### src/rtl/seg7_pkg.sv
// Shared constants for the seven-segment scan controller: segment bit positions
// and the active-high hex glyph table.
package seg7_pkg;

   localparam int SEG_A  = 0;
   localparam int SEG_B  = 1;
   localparam int SEG_C  = 2;
   localparam int SEG_D  = 3;
   localparam int SEG_E  = 4;
   localparam int SEG_F  = 5;
   localparam int SEG_G  = 6;
   localparam int SEG_DP = 7;

   localparam logic [7:0] SEG_OFF = 8'h00;

   // Active-high g..a patterns for hex digits 0..F.
   localparam logic [6:0] HEX_SEG [16] = '{
      7'h3F, 7'h06, 7'h5B, 7'h4F, 7'h66, 7'h6D, 7'h7D, 7'h07,
      7'h7F, 7'h6F, 7'h77, 7'h7C, 7'h39, 7'h5E, 7'h79, 7'h71
   };

endpackage

### src/rtl/seg7_decode.sv
// Hex nibble plus decimal point to active-high segment vector
// (bit 7 = dp, bits 6:0 = g..a).
module seg7_decode
   import seg7_pkg::*;
(
   input  logic [3:0] nibble_i,
   input  logic       dp_i,
   output logic [7:0] seg_o
);

   always_comb begin
      seg_o                = SEG_OFF;
      seg_o[SEG_G:SEG_A]   = HEX_SEG[nibble_i];
      seg_o[SEG_DP]        = dp_i;
   end

endmodule

### src/rtl/seg7_scan_ctrl.sv
// Multiplexed seven-segment scanner with frame-synchronous double buffering,
// leading-zero suppression, blanking/blinking and anti-ghost dead time.
module seg7_scan_ctrl
   import seg7_pkg::*;
#(
   parameter int NUM_DIGITS     = 8,
   parameter int DIV_BITS       = 15,
   parameter int DEAD_CYCLES    = 4,
   parameter int BLINK_BITS     = 24,
   parameter bit SEG_ACTIVE_LOW = 1'b1,
   parameter bit SEL_ACTIVE_LOW = 1'b1
) (
   input  logic                    CLK,
   input  logic                    RST,
   input  logic                    load,
   input  logic [4*NUM_DIGITS-1:0] inputData,
   input  logic [NUM_DIGITS-1:0]   dpIn,
   input  logic [NUM_DIGITS-1:0]   blankMask,
   input  logic [NUM_DIGITS-1:0]   blinkMask,
   input  logic                    lzSuppress,
   output logic [7:0]              tubeChar,
   output logic [NUM_DIGITS-1:0]   tubeSelect,
   output logic                    frameDone
);

   localparam int IDX_W  = $clog2(NUM_DIGITS);
   localparam int DEAD_W = (DEAD_CYCLES > 0) ? $clog2(DEAD_CYCLES + 1) : 1;
   localparam logic [IDX_W-1:0]      LAST_IDX  = IDX_W'(NUM_DIGITS - 1);
   localparam logic [DEAD_W-1:0]     DEAD_INIT = DEAD_W'(DEAD_CYCLES);
   localparam logic [7:0]            CHAR_POL  = {8{SEG_ACTIVE_LOW}};
   localparam logic [NUM_DIGITS-1:0] SEL_POL   = {NUM_DIGITS{SEL_ACTIVE_LOW}};
   localparam logic [NUM_DIGITS-1:0] SEL_ONE   = NUM_DIGITS'(1);

   logic [DIV_BITS-1:0]     presc_q, presc_d;
   logic [IDX_W-1:0]        idx_q, idx_d;
   logic [BLINK_BITS-1:0]   blink_q, blink_d;
   logic [DEAD_W-1:0]       dead_q, dead_d;
   logic [4*NUM_DIGITS-1:0] stg_data_q, stg_data_d, dsp_data_q, dsp_data_d;
   logic [NUM_DIGITS-1:0]   stg_dp_q, stg_dp_d, dsp_dp_q, dsp_dp_d;
   logic [NUM_DIGITS-1:0]   stg_blank_q, stg_blank_d, dsp_blank_q, dsp_blank_d;
   logic [NUM_DIGITS-1:0]   stg_blink_q, stg_blink_d, dsp_blink_q, dsp_blink_d;
   logic                    stg_lz_q, stg_lz_d, dsp_lz_q, dsp_lz_d;
   logic                    pending_q, pending_d;
   logic [7:0]              char_q, char_d;
   logic [NUM_DIGITS-1:0]   sel_q, sel_d;
   logic                    frame_done_q, frame_done_d;

   logic                    tick, wrap, dark;
   logic [3:0]              cur_nibble;
   logic                    cur_dp;
   logic [7:0]              dec_seg, seg_hi;
   logic [NUM_DIGITS-1:0]   sel_hi;
   logic [NUM_DIGITS:1]     lz_chain;
   logic [NUM_DIGITS-1:0]   suppressed;

   // Suppression ripples down from the top digit while digits stay zero.
   assign lz_chain[NUM_DIGITS] = dsp_lz_q;
   generate
      for (genvar gi = NUM_DIGITS - 1; gi >= 1; gi--) begin : g_lz
         assign lz_chain[gi] = lz_chain[gi+1] & (dsp_data_q[4*gi +: 4] == 4'h0);
      end
   endgenerate
   assign suppressed = {lz_chain[NUM_DIGITS-1:1], 1'b0};

   assign cur_nibble = dsp_data_q[{idx_q, 2'b00} +: 4];
   assign cur_dp     = dsp_dp_q[idx_q];

   seg7_decode u_decode (
      .nibble_i (cur_nibble),
      .dp_i     (cur_dp),
      .seg_o    (dec_seg)
   );

   always_comb begin
      tick         = &presc_q;
      wrap         = tick && (idx_q == LAST_IDX);
      presc_d      = presc_q + 1'b1;
      blink_d      = blink_q + 1'b1;
      idx_d        = idx_q;
      dead_d       = dead_q;
      stg_data_d   = stg_data_q;
      stg_dp_d     = stg_dp_q;
      stg_blank_d  = stg_blank_q;
      stg_blink_d  = stg_blink_q;
      stg_lz_d     = stg_lz_q;
      dsp_data_d   = dsp_data_q;
      dsp_dp_d     = dsp_dp_q;
      dsp_blank_d  = dsp_blank_q;
      dsp_blink_d  = dsp_blink_q;
      dsp_lz_d     = dsp_lz_q;
      pending_d    = pending_q;
      frame_done_d = wrap;

      if (tick) begin
         idx_d  = wrap ? '0 : idx_q + 1'b1;
         dead_d = DEAD_INIT;
      end else if (dead_q != '0) begin
         dead_d = dead_q - 1'b1;
      end

      if (load) begin
         stg_data_d  = inputData;
         stg_dp_d    = dpIn;
         stg_blank_d = blankMask;
         stg_blink_d = blinkMask;
         stg_lz_d    = lzSuppress;
         pending_d   = 1'b1;
      end

      // A load on the commit tick bypasses staging so the fresh values win.
      if (wrap) begin
         pending_d = 1'b0;
         if (load) begin
            dsp_data_d  = inputData;
            dsp_dp_d    = dpIn;
            dsp_blank_d = blankMask;
            dsp_blink_d = blinkMask;
            dsp_lz_d    = lzSuppress;
         end else if (pending_q) begin
            dsp_data_d  = stg_data_q;
            dsp_dp_d    = stg_dp_q;
            dsp_blank_d = stg_blank_q;
            dsp_blink_d = stg_blink_q;
            dsp_lz_d    = stg_lz_q;
         end
      end

      dark   = dsp_blank_q[idx_q] | (dsp_blink_q[idx_q] & blink_q[BLINK_BITS-1])
             | suppressed[idx_q];
      seg_hi = dark ? SEG_OFF : dec_seg;
      sel_hi = (dead_q != '0) ? '0 : (SEL_ONE << idx_q);
      char_d = seg_hi ^ CHAR_POL;
      sel_d  = sel_hi ^ SEL_POL;
   end

   always_ff @(posedge CLK) begin
      if (RST) begin
         presc_q      <= '0;
         idx_q        <= '0;
         blink_q      <= '0;
         dead_q       <= DEAD_INIT;
         stg_data_q   <= '0;
         stg_dp_q     <= '0;
         stg_blank_q  <= '0;
         stg_blink_q  <= '0;
         stg_lz_q     <= 1'b0;
         dsp_data_q   <= '0;
         dsp_dp_q     <= '0;
         dsp_blank_q  <= '0;
         dsp_blink_q  <= '0;
         dsp_lz_q     <= 1'b0;
         pending_q    <= 1'b0;
         char_q       <= SEG_OFF ^ CHAR_POL;
         sel_q        <= SEL_POL;
         frame_done_q <= 1'b0;
      end else begin
         presc_q      <= presc_d;
         idx_q        <= idx_d;
         blink_q      <= blink_d;
         dead_q       <= dead_d;
         stg_data_q   <= stg_data_d;
         stg_dp_q     <= stg_dp_d;
         stg_blank_q  <= stg_blank_d;
         stg_blink_q  <= stg_blink_d;
         stg_lz_q     <= stg_lz_d;
         dsp_data_q   <= dsp_data_d;
         dsp_dp_q     <= dsp_dp_d;
         dsp_blank_q  <= dsp_blank_d;
         dsp_blink_q  <= dsp_blink_d;
         dsp_lz_q     <= dsp_lz_d;
         pending_q    <= pending_d;
         char_q       <= char_d;
         sel_q        <= sel_d;
         frame_done_q <= frame_done_d;
      end
   end

   assign tubeChar   = char_q;
   assign tubeSelect = sel_q;
   assign frameDone  = frame_done_q;

endmodule

### config.mk
export PLATFORM = sky130hd
export DESIGN_NAME = seg7_scan_ctrl
export DESIGN_NICKNAME = d
export VERILOG_FILES = /design/src/rtl/seg7_pkg.sv /design/src/rtl/seg7_decode.sv /design/src/rtl/seg7_scan_ctrl.sv
export SDC_FILE = /design/constraint.sdc
export NUM_CORES = 1
export LEC_CHECK = 0
export BUFFER_PORTS_ARGS = -buffer_cell sky130_fd_sc_hd__buf_4
export CORE_MARGIN = 2
export CORE_UTILIZATION = 50
export CTS_CLUSTER_SIZE = 40
export DETAILED_ROUTE_END_ITERATION = 10
export HOLD_SLACK_MARGIN = 0.08
export PLACE_DENSITY = 0.8
export SLEW_MARGIN = 20
export SYNTH_ARGS = -nofsm -noshare
export SYNTH_HDL_FRONTEND = slang
export SYNTH_HIERARCHICAL = 1
export SYNTH_SLANG_ARGS = --single-unit
### constraint.sdc
create_clock -name CLK -period 5.98 [get_ports CLK]
set_input_delay 0.598 -clock CLK [delete_from_list [all_inputs] [get_ports CLK]]
set_output_delay 0.598 -clock CLK [all_outputs]
set_load 0.05 [all_outputs]
==> results of run 1 <==
==> layer usage <==
metal  vias up  share of wire [%]  global-route usage [%]
li1       2794                  -                       -
met1      2549                 45                    24.7
met2       100                 49                    32.4
met3        21                4.3                    4.93
met4         0                1.6                    7.18
met5         -                  0                       0
==> how the worst min path moves through the flow <==
stage / depth (start not counted) / startpoint / end / slack [ns]
final: 3 / inputData[22] / stg_data_q[22] / 0.46
after global routing: 3 / blankMask[6] / stg_blank_q[6] / 0.47
after CTS: 3 / inputData[22] / stg_data_q[22] / 0.45
after detailed placement: 1 / blink_q[0] / blink_q[0] / 0.45
after global placement: 1 / blink_q[0] / blink_q[0] / 0.44
after floorplan: 1 / blink_q[0] / blink_q[0] / 0.43
==> worst max-delay path, stage by stage (launching register included) <==
cell and delay, ns:
dfxtp_1 0.82, ha_1 0.30, ha_1 0.25, nor2b_4 0.44, buf_16 0.22, nand4_1 0.12
buf_4 0.27, nand3b_1 0.14, nand2_1 0.06
==> state kept, by name, summed over array words and instances (netlist names) <==
| signal | cells |
|---|---|
| stg_lz_q | 1 |
| stg_blink_q | 8 |
| dsp_data_q | 32 |
| pending_q | 1 |
| dsp_dp_q | 8 |
| dsp_blank_q | 8 |
| stg_data_q | 32 |
| tubeSelect | 8 |
| presc_q | 15 |
| dsp_lz_q | 1 |
| stg_dp_q | 8 |
| dead_q | 3 |
| stg_blank_q | 8 |
| tubeChar | 8 |
| frameDone | 1 |
| blink_q | 24 |
| dsp_blink_q | 8 |
| idx_q | 3 |
==> power by group through the flow <==
| stage | clock network (mW) | registers, mW | logic [mW] |
|---|---|---|---|
| 2_1_floorplan | 0 | 1.27 | 0.110 |
| 4_1_cts | 1.13 | 1.23 | 0.180 |
| 3_5_place_dp | 0 | 1.26 | 0.179 |
| 3_3_place_gp | 0 | 1.26 | 0.175 |
| 6_report | 1.11 | 1.24 | 0.178 |
| 5_1_grt | 1.18 | 1.24 | 0.198 |
==> area by class of cell <==
type / instances / area share (%)
multi-input combinational: 544 / 41.5
sequential: 177 / 40.8
timing repair buffer: 83 / 7.63
clock buffer: 23 / 5.73
tap: 184 / 2.65
clock inverter: 8 / 1.18
inverter: 11 / 0.475
==> placed cells by master (no fill, tap or decap), types with 3 or more instances in the layout <==
cell       synthesis  layout
clkbuf_16          0      17
a21oi_1            8       8
nor4_1             7       7
buf_4              9      81
nand3b_1          59      59
nand3_1           85      85
mux2i_1           60      60
and3_1             6       5
xnor2_1            9       9
nand2_1           90      90
or3_1              3       3
dfxtp_1          177     177
mux4_2            10      10
nor2_1           105     105
ha_1              17      17
nand4_1           11      11
inv_1             10      10
clkbuf_8           1       5
a211oi_1           5       5
nor3_1             4       4
nor2b_1            5       4
and4_1             8       8
xor2_1            27      27
==> stage by stage <==
step | setup WS (ns) | area (um2)
after global routing | 3.02 | 8690
final | 3.25 | 8690
after floorplan | 3.50 | 7450
after CTS | 3.26 | 8680
after global placement | 2.84 | 8030
after detailed placement | 3.28 | 8080
==> kinds of logic (layout without fill, tap and decap cells) <==
kind of cell             after synthesis  after routing  synth area share [%]
adder cells (fa/ha/maj)               17             17                  2.85
XOR/XNOR                              36             36                  4.23
multiplexers                          75             75                  12.3
AO/OA/AOI/OAI                         25             25                  2.72
AND/OR/NAND/NOR                      391            391                  26.1
flip-flops                           177            177                  47.5
buffers and inverters                 66            125                  4.25
==> flow_metrics.tcl, run 1 <==
set metrics [dict create \
    outcome "finished, final reports clean" \
    clockRootBuffer "clkbuf_16" \
    synth_nets 864 \
    vias 5464 \
    clk_path_buf_depth 2 \
    synthCells 787 \
    grt_max_degree 105 \
    async_reset_ff_share_pct 0 \
    syn-cell-area_um2 7450 \
    p_seq_share_pct 48.9 \
    dp_cells 999 \
    grt_pass1_wl_um 25500 \
    fill_cells 1213 \
    fin_crit_sh_pct 45.7 \
    drt_iter0_drc 347 \
    finalNonFillerCells 1030 \
    wl_per_cell_um 14.6 \
    overflow 0 \
    antenna_found_initial 0 \
    yosysUniqueCellTypes 46 \
    fmax_mhz 366 \
    drive_gt1_share_pct 15.8 \
    drc 0 \
    final_nets 911 \
    startpoint "idx_q[1]" \
    clkTransAtPathRegs_ns 0.06 \
    r2r-end "dsp_data_q[10]" \
    ys_top_cells_by_count "dfxtp_1 (177), nor2_1 (105), nand2_1 (90)" \
    internal-power_mw 1.97 \
    start_util_pct 51.3 \
    cts_tree "done" \
    max_slew_margin_pct 34.3 \
    core_um2 14500 \
    drv_slew 0 \
    finalHoldViolCount 0 \
    numClockSinks 177 \
    viasPerCell 5.30 \
    die_height_um 126 \
    synth.area.top_cells "dfxtp_1 (48%), mux2i_1 (8.1%), nand3b_1 (5.9%), nand3_1 (5.7%), nor2_1 (5.3%)" \
    power.density_nw_per_um2 291 \
    area_delta_synth_final_pct 16.5 \
    io_pins 77 \
    syn_area_per_cell_um2 9.47 \
    synthesis.yosys.warnings 6 \
    crit_path_end_kind "flop" \
    p_total_mw 2.52 \
    seq_area_frac_synth_pct 47.5 \
    whs_ns 0.459 \
    synth_most_common_cell "dfxtp_1" \
    endpoint "dsp_data_q[10]" \
    rows 44 \
    synth_top_cell_by_area "dfxtp_1" \
    power_frac_comb_pct 7.1 \
    ir_drop_v 0.000198 \
    crit_path_start_kind "flop" \
    p_sw_share_pct 21.9 \
    antenna_cells 0 \
    crit_arrival_ns 3.05 \
    globalplace.congestion 0.794 \
    worstPathRequired_ns 6.29 \
    grt_setup_unrepaired "no" \
    track_usage_pct 19.5 \
    die_area_um2 15900 \
    insertion_delay_ns 0.43 \
    critical_path_class "flop to flop" \
    post_cts_buffers 0 \
    synth_top_area_share_pct 47.5 \
    cts-buffers-inserted 17 \
    fin_crit_ns 2.73 \
    hold_path_class "primary input to flop" \
    worstPathMaxFanout 33 \
    regToRegSetupSlack_ns 3.25 \
    port-buffer-count 76 \
    final-seq-area_um2 3540 \
    max_slew.worst_pin.slew_ns 0.986 \
    die_x_um 126 \
    power.net_switching_uw 553 \
    grt_pass1_vias 5380 \
    synth_top_flop_cell "dfxtp_1" \
    drtAntennaViolNets 0 \
    clkPwrFrac_pct 44.0 \
    drtPass1Iterations 4 \
    leakage_nw 3.74 \
    multi_input_area_um2 3610 \
    finalSetupViolations 0 \
    htree_levels 4 \
    routed_wl_um 15100 \
    cts_resized 0 \
    drv_cap 0 \
    rr_startpoint "idx_q[1]" \
    tns_ns 0 \
    skew_ns 0.0151 \
    synth_edf_count 0 \
    synth_seq_cells 177 \
    hpwl_um 9730 \
    cts_hold_buf 0 \
    r2r_cells 8 \
    utilization_pct 59.8 \
]
No activity file was read; power rests on OpenSTA's default activity.
==> run 2: changes to the inputs <==
==> constraint.sdc (replaced) <==
create_clock -name CLK -period 2.65 [get_ports CLK]
set_input_delay 0.265 -clock CLK [delete_from_list [all_inputs] [get_ports CLK]]
set_output_delay 0.265 -clock CLK [all_outputs]
set_load 0.05 [all_outputs]
==> run 2 against run 1 <==
Against the previous run: clock power increased by 120%; wire length is 0.31% lower; first-iteration DRC count up 7.2%; die area did not move; via count up 1.2%; combinational power rose by 130%; count of clock-buffer cells in the layout unchanged; core utilization increased by 0.13 points; flip-flop and latch count unchanged; hold slack got worse by 0.34 ns.
==> flow_metrics.tcl, run 2 (same netlist as run 1, synthesis figures left out) <==
set metrics [dict create \
    die_height_um 126 \
    final_nets 917 \
    grt_pass1_vias 5116 \
    hold_start "inputData[4]" \
    numClockSinks 177 \
    crit_arrival_ns 2.71 \
    drv_slew 0 \
    r2r-end "tubeChar[3]" \
    grt_pass1_wl_um 24800 \
    routed_wl_um 15000 \
    fin_crit_ns 2.36 \
    finalSetupViolations 0 \
    antenna_cells 0 \
    core_um2 14500 \
    tns_ns 0 \
    viasPerCell 5.34 \
    dpl_cell_area_um2 8110 \
    overflow 0 \
    drt_iter0_drc 372 \
    vias 5530 \
    rows 44 \
    worstPathRequired_ns 3.00 \
    hpwl_um 10000 \
    insertion_delay_ns 0.43 \
    cts_tree "done" \
    worstPathMaxFanout 14 \
    cts_hold_buf 0 \
    p_total_mw 5.67 \
    crit_path_end_kind "flop" \
    drtAntennaViolNets 0 \
    htree_levels 4 \
    power.density_nw_per_um2 651 \
    grt_max_degree 78 \
    crit_path_start_kind "flop" \
    leakage_nw 3.77 \
    port-buffer-count 76 \
    track_usage_pct 19.1 \
    outcome "finished, final reports clean" \
    io_pins 77 \
    preCtsSetupSlack_ns 0.207 \
    drv_cap 0 \
    ir_drop_v 0.000477 \
    whs_ns 0.116 \
    drc 0 \
    finalWorstSetupSlack_ns 0.290 \
    clockRootBuffer "clkbuf_16" \
    r2r_cells 8 \
    grt_setup_unrepaired "no" \
    max_slew_margin_pct 52.4 \
    min_delay_path_depth 3 \
    top_regs "dsp_data_q (32), stg_data_q (32), blink_q (24)" \
    regToRegSetupSlack_ns 0.29 \
    hold_path_class "primary input to flop" \
    skew_ns 0.00920 \
    final_common_cell "dfxtp_1" \
    clkTransAtPathRegs_ns 0.06 \
    die_area_um2 15900 \
    fin_crit_sh_pct 89.1 \
    fmax_mhz 424 \
    start_util_pct 51.3 \
    layout_common_cells "dfxtp_1 (176), nor2_1 (105), nand2_1 (90)" \
    drive_gt1_share_pct 16.4 \
    critical_path_class "flop to flop" \
    fin_area_um2 8700 \
    cts-buffers-inserted 17 \
    max_slew.worst_pin.slew_ns 0.714 \
    wl_per_cell_um 14.5 \
    drtPass1Iterations 4 \
    worst_hold_path.endpoint "stg_data_q[4]" \
    die_x_um 126 \
    antenna_found_initial 0 \
    finalHoldViolCount 0 \
    area_delta_synth_final_pct 16.8 \
    fill_cells 1220 \
    clk_path_buf_depth 2 \
    globalplace.congestion 0.816 \
    rr_startpoint "idx_q[1]" \
]
## run 2: cell types whose count changed in the layout (fill, tap and decap cells not counted)
cell	delta
and3_2	+1
and3_4	-1
buf_12	+2
buf_16	-2
buf_4	+6
clkbuf_1	+1
clkbuf_8	-1
clkinv_4	+1
clkinvlp_4	-1
dfxtp_1	-1
dfxtp_2	+1
## run 2: repair_timing
| action | in CTS | in global routing |
|---|---|---|
| setup endpoints to repair | 0 | 2 |
| buffers inserted | 0 | 0 |
| resized for setup | 0 | 1 |
## run 2: layout make-up
type | count | area [um2] | share of cell area, %
multi-input cells | 544 | 3600 | 41.4
inverters | 11 | 41.3 | 0.474
clock inverters | 8 | 104 | 1.19
clock buffers | 23 | 488 | 5.61
flip-flops and latches | 177 | 3540 | 40.7
repair buffers | 89 | 693 | 7.96
well taps | 184 | 230 | 2.64
## run 2: worst max path at each step
stage	from	endpoint	slack, ns	cells past startpoint
after floorplan	idx_q[0]	tubeChar[3]	0.17	10
after detailed placement	idx_q[0]	tubeChar[6]	0.21	7
after global routing	idx_q[1]	tubeChar[3]	0.11	8
after global placement	idx_q[0]	tubeChar[6]	0.32	7
final	idx_q[1]	tubeChar[3]	0.29	8
after CTS	idx_q[0]	tubeChar[6]	0.17	7
## run 2: worst max-delay path: stages (launching register included)
cell and delay (ns):
dfxtp_1 0.68, mux4_2 0.39, nand2_1 0.08, nand2_1 0.13, inv_1 0.15, ha_1 0.26
inv_1 0.05, mux4_1 0.47, nand3_1 0.07
## run 2: report_power, final
group	leakage [nW]	total, mW	switching, mW	internal [mW]
Sequential	1.44	2.79	0.0369	2.75
Combinational	2.03	0.404	0.211	0.193
Clock	0.289	2.48	0.996	1.48
## run 2: per-stage QoR
| step | cells | utilization (%) |
|---|---|---|
| 3_3_place_gp | 1005 | 55.8 |
| 5_1_grt | 1036 | 59.9 |
| 4_1_cts | 1036 | 59.9 |
| 3_5_place_dp | 1005 | 55.8 |
| 6_report | 1036 | 59.9 |
| 2_1_floorplan | 787 | - |
## run 2: per-layer routing
layer | wire length (um) | track usage [%]
met1 | 7050 | 25.1
met2 | 7150 | 30.8
met3 | 573 | 3.99
met4 | 259 | 7.63
met5 | 0 | 0
==> run 3: changes to the inputs <==
--- a/config.mk
+++ b/config.mk
@@ -6,7 +6,8 @@
 export NUM_CORES = 1
 export LEC_CHECK = 0
 export BUFFER_PORTS_ARGS = -buffer_cell sky130_fd_sc_hd__buf_4
-export CORE_MARGIN = 2
+export CORE_ASPECT_RATIO = 0.6
+export CORE_MARGIN = 1.5
 export CORE_UTILIZATION = 50
 export CTS_CLUSTER_SIZE = 40
 export DETAILED_ROUTE_END_ITERATION = 10
==> run 3 against run 2 <==
Against the previous run: critical path depth shrank 1; hold slack better by 0.0010 ns; critical endpoint is now dsp_data_q[21]; clock skew shrank 0.00089 ns; clock power grew 5%; maximum frequency is 3.3% lower; non-clock buffer count increased by 3; core utilization rose by 0.50 points; wire length up 5.8%; first-iteration DRC count is 6.7% higher.
==> flow_metrics.tcl, run 3 (same netlist as run 1, synthesis figures left out) <==
set metrics [dict create \
    outcome "finished, final reports clean" \
    p_total_mw 5.81 \
    grt_pass1_wl_um 26600 \
    critical_path_class "flop to flop" \
    leakage_nw 3.78 \
    top_regs "dsp_data_q (32), stg_data_q (32), blink_q (24)" \
    tns_ns 0 \
    globalplace.congestion 0.858 \
    clkTransAtPathRegs_ns 0.06 \
    drv_cap 0 \
    port-buffer-count 76 \
    drive_gt1_share_pct 17.3 \
    cts-buffers-inserted 17 \
    layout_common_cells "dfxtp_1 (175), nor2_1 (105), buf_4 (91)" \
    overflow 0 \
    fmax_mhz 410 \
    io_pins 77 \
    fin_crit_ns 2.44 \
    drv_slew 0 \
    crit_arrival_ns 2.76 \
    hold_path_class "primary input to flop" \
    crit_path_frequent_cell "ha_1" \
    final_common_cell "dfxtp_1" \
    vias 5719 \
    drtPass1Iterations 5 \
    worstPathMaxFanout 33 \
    htree_levels 4 \
    hpwl_um 10600 \
    endpoint "dsp_data_q[21]" \
    drtAntennaViolNets 0 \
    max_slew.worst_pin.slew_ns 0.660 \
    grt_setup_unrepaired "no" \
    startpoint "idx_q[1]" \
    cpPeakStageDelay_ns 0.65 \
    die_x_um 161 \
    power.density_nw_per_um2 663 \
    drt_iter0_drc 397 \
    fin_crit_sh_pct 92.1 \
    drc 0 \
    antenna_cells 0 \
    final_nets 920 \
    r2r_cells 7 \
    grt_pass1_vias 5353 \
    die_area_um2 15700 \
    regToRegSetupSlack_ns 0.21 \
    r2r-end "dsp_data_q[21]" \
    track_usage_pct 21.0 \
    clockRootBuffer "clkbuf_16" \
    area_delta_synth_final_pct 17.5 \
    cts_tree "done" \
    insertion_delay_ns 0.43 \
    worstPathRequired_ns 2.97 \
    numClockSinks 177 \
    fin_area_um2 8760 \
    ir_drop_v 0.000482 \
    routed_wl_um 15900 \
    clk_path_buf_depth 2 \
    viasPerCell 5.43 \
    max_slew_margin_pct 56.0 \
    crit_path_start_kind "flop" \
    whs_ns 0.117 \
    die_height_um 97.6 \
    dpl_cell_area_um2 8140 \
    fill_cells 1183 \
    finalSetupViolations 0 \
    core_um2 14500 \
    antenna_found_initial 0 \
    wl_per_cell_um 15.1 \
    crit_path_end_kind "flop" \
    cp_slowest_cell "dfxtp_1" \
    crit_chain "ha_1 -> ha_1 -> nor2b_4 -> nand4_1 -> buf_4 -> nand3b_1 -> nand2_1" \
    rr_startpoint "idx_q[1]" \
    grt_max_degree 74 \
    start_util_pct 51.4 \
    finalNonFillerCells 1054 \
    rows 34 \
    dp_cells 1022 \
    skew_ns 0.00831 \
    finalHoldViolCount 0 \
    cts_hold_buf 0 \
]
==> run 3: changes by cell type in the layout (fill, tap and decap cells not counted) <==
cell | previous run | this run
dfxtp_1 | 176 | 175
clkinv_1 | 1 | 0
clkbuf_1 | 2 | 0
clkinvlp_4 | 1 | 3
buf_12 | 2 | 1
bufinv_16 | 2 | 3
inv_6 | 0 | 5
clkinv_4 | 3 | 2
dfxtp_2 | 1 | 2
clkbuf_8 | 4 | 1
buf_4 | 87 | 91
==> run 3: per-stage QoR <==
| step | util, % | setup slack [ns] |
|---|---|---|
| 2_1_floorplan | - | 0.165 |
| 3_3_place_gp | 56.1 | 0.245 |
| 3_5_place_dp | 56.1 | 0.160 |
| 4_1_cts | 60.4 | 0.131 |
| 5_1_grt | 60.4 | 0.0756 |
| 6_report | 60.4 | 0.210 |
==> run 3: power by group <==
| part | total [mW] | internal (mW) | switching [mW] |
|---|---|---|---|
| clock network | 2.61 | 1.52 | 1.09 |
| registers | 2.79 | 2.75 | 0.0375 |
| logic | 0.412 | 0.193 | 0.220 |
==> run 3: how the worst min path moves through the flow <==
stage	slack (ns)	cells past startpoint	start	to
3_5_place_dp	0.46	2	dsp_blink_q[2]	dsp_blink_q[2]
6_report	0.12	3	inputData[17]	stg_data_q[17]
5_1_grt	0.13	3	inputData[0]	stg_data_q[0]
2_1_floorplan	0.43	1	blink_q[0]	blink_q[0]
3_3_place_gp	0.45	1	blink_q[0]	blink_q[0]
4_1_cts	0.11	3	inputData[17]	stg_data_q[17]
==> run 3: cell type report <==
type / count / area (um2) / share of cell area (%)
multi-input cells: 544 / 3600 / 41.1
clock buffers: 18 / 439 / 5.01
repair buffers: 92 / 703 / 8.03
inverters: 11 / 45.0 / 0.514
clock inverters: 14 / 176 / 2.01
flip-flops and latches: 177 / 3550 / 40.5
well taps: 198 / 248 / 2.83
==> run 3: timing repair <==
| item | 4_1_cts | 5_1_grt |
|---|---|---|
| hold endpoints to repair | 0 | 0 |
| setup endpoints to repair | 0 | 3 |
| setup buffers | 0 | 0 |
| resized for setup | 0 | 3 |
==> run 3: routing by layer <==
metal	global-route usage, %	share of wire, %
met1	31.8	53
met2	29.6	41
met3	4.23	5.9
met4	6.47	0.93
met5	0	0
==> run 3: worst max-delay path: cells and delay by family (launching register included) <==
family	cells	cell delay [ns]
adder cells (fa/ha/maj)	2	0.61
flip-flops	1	0.65
AND/OR/NAND/NOR	4	0.78
buffers and inverters	1	0.29
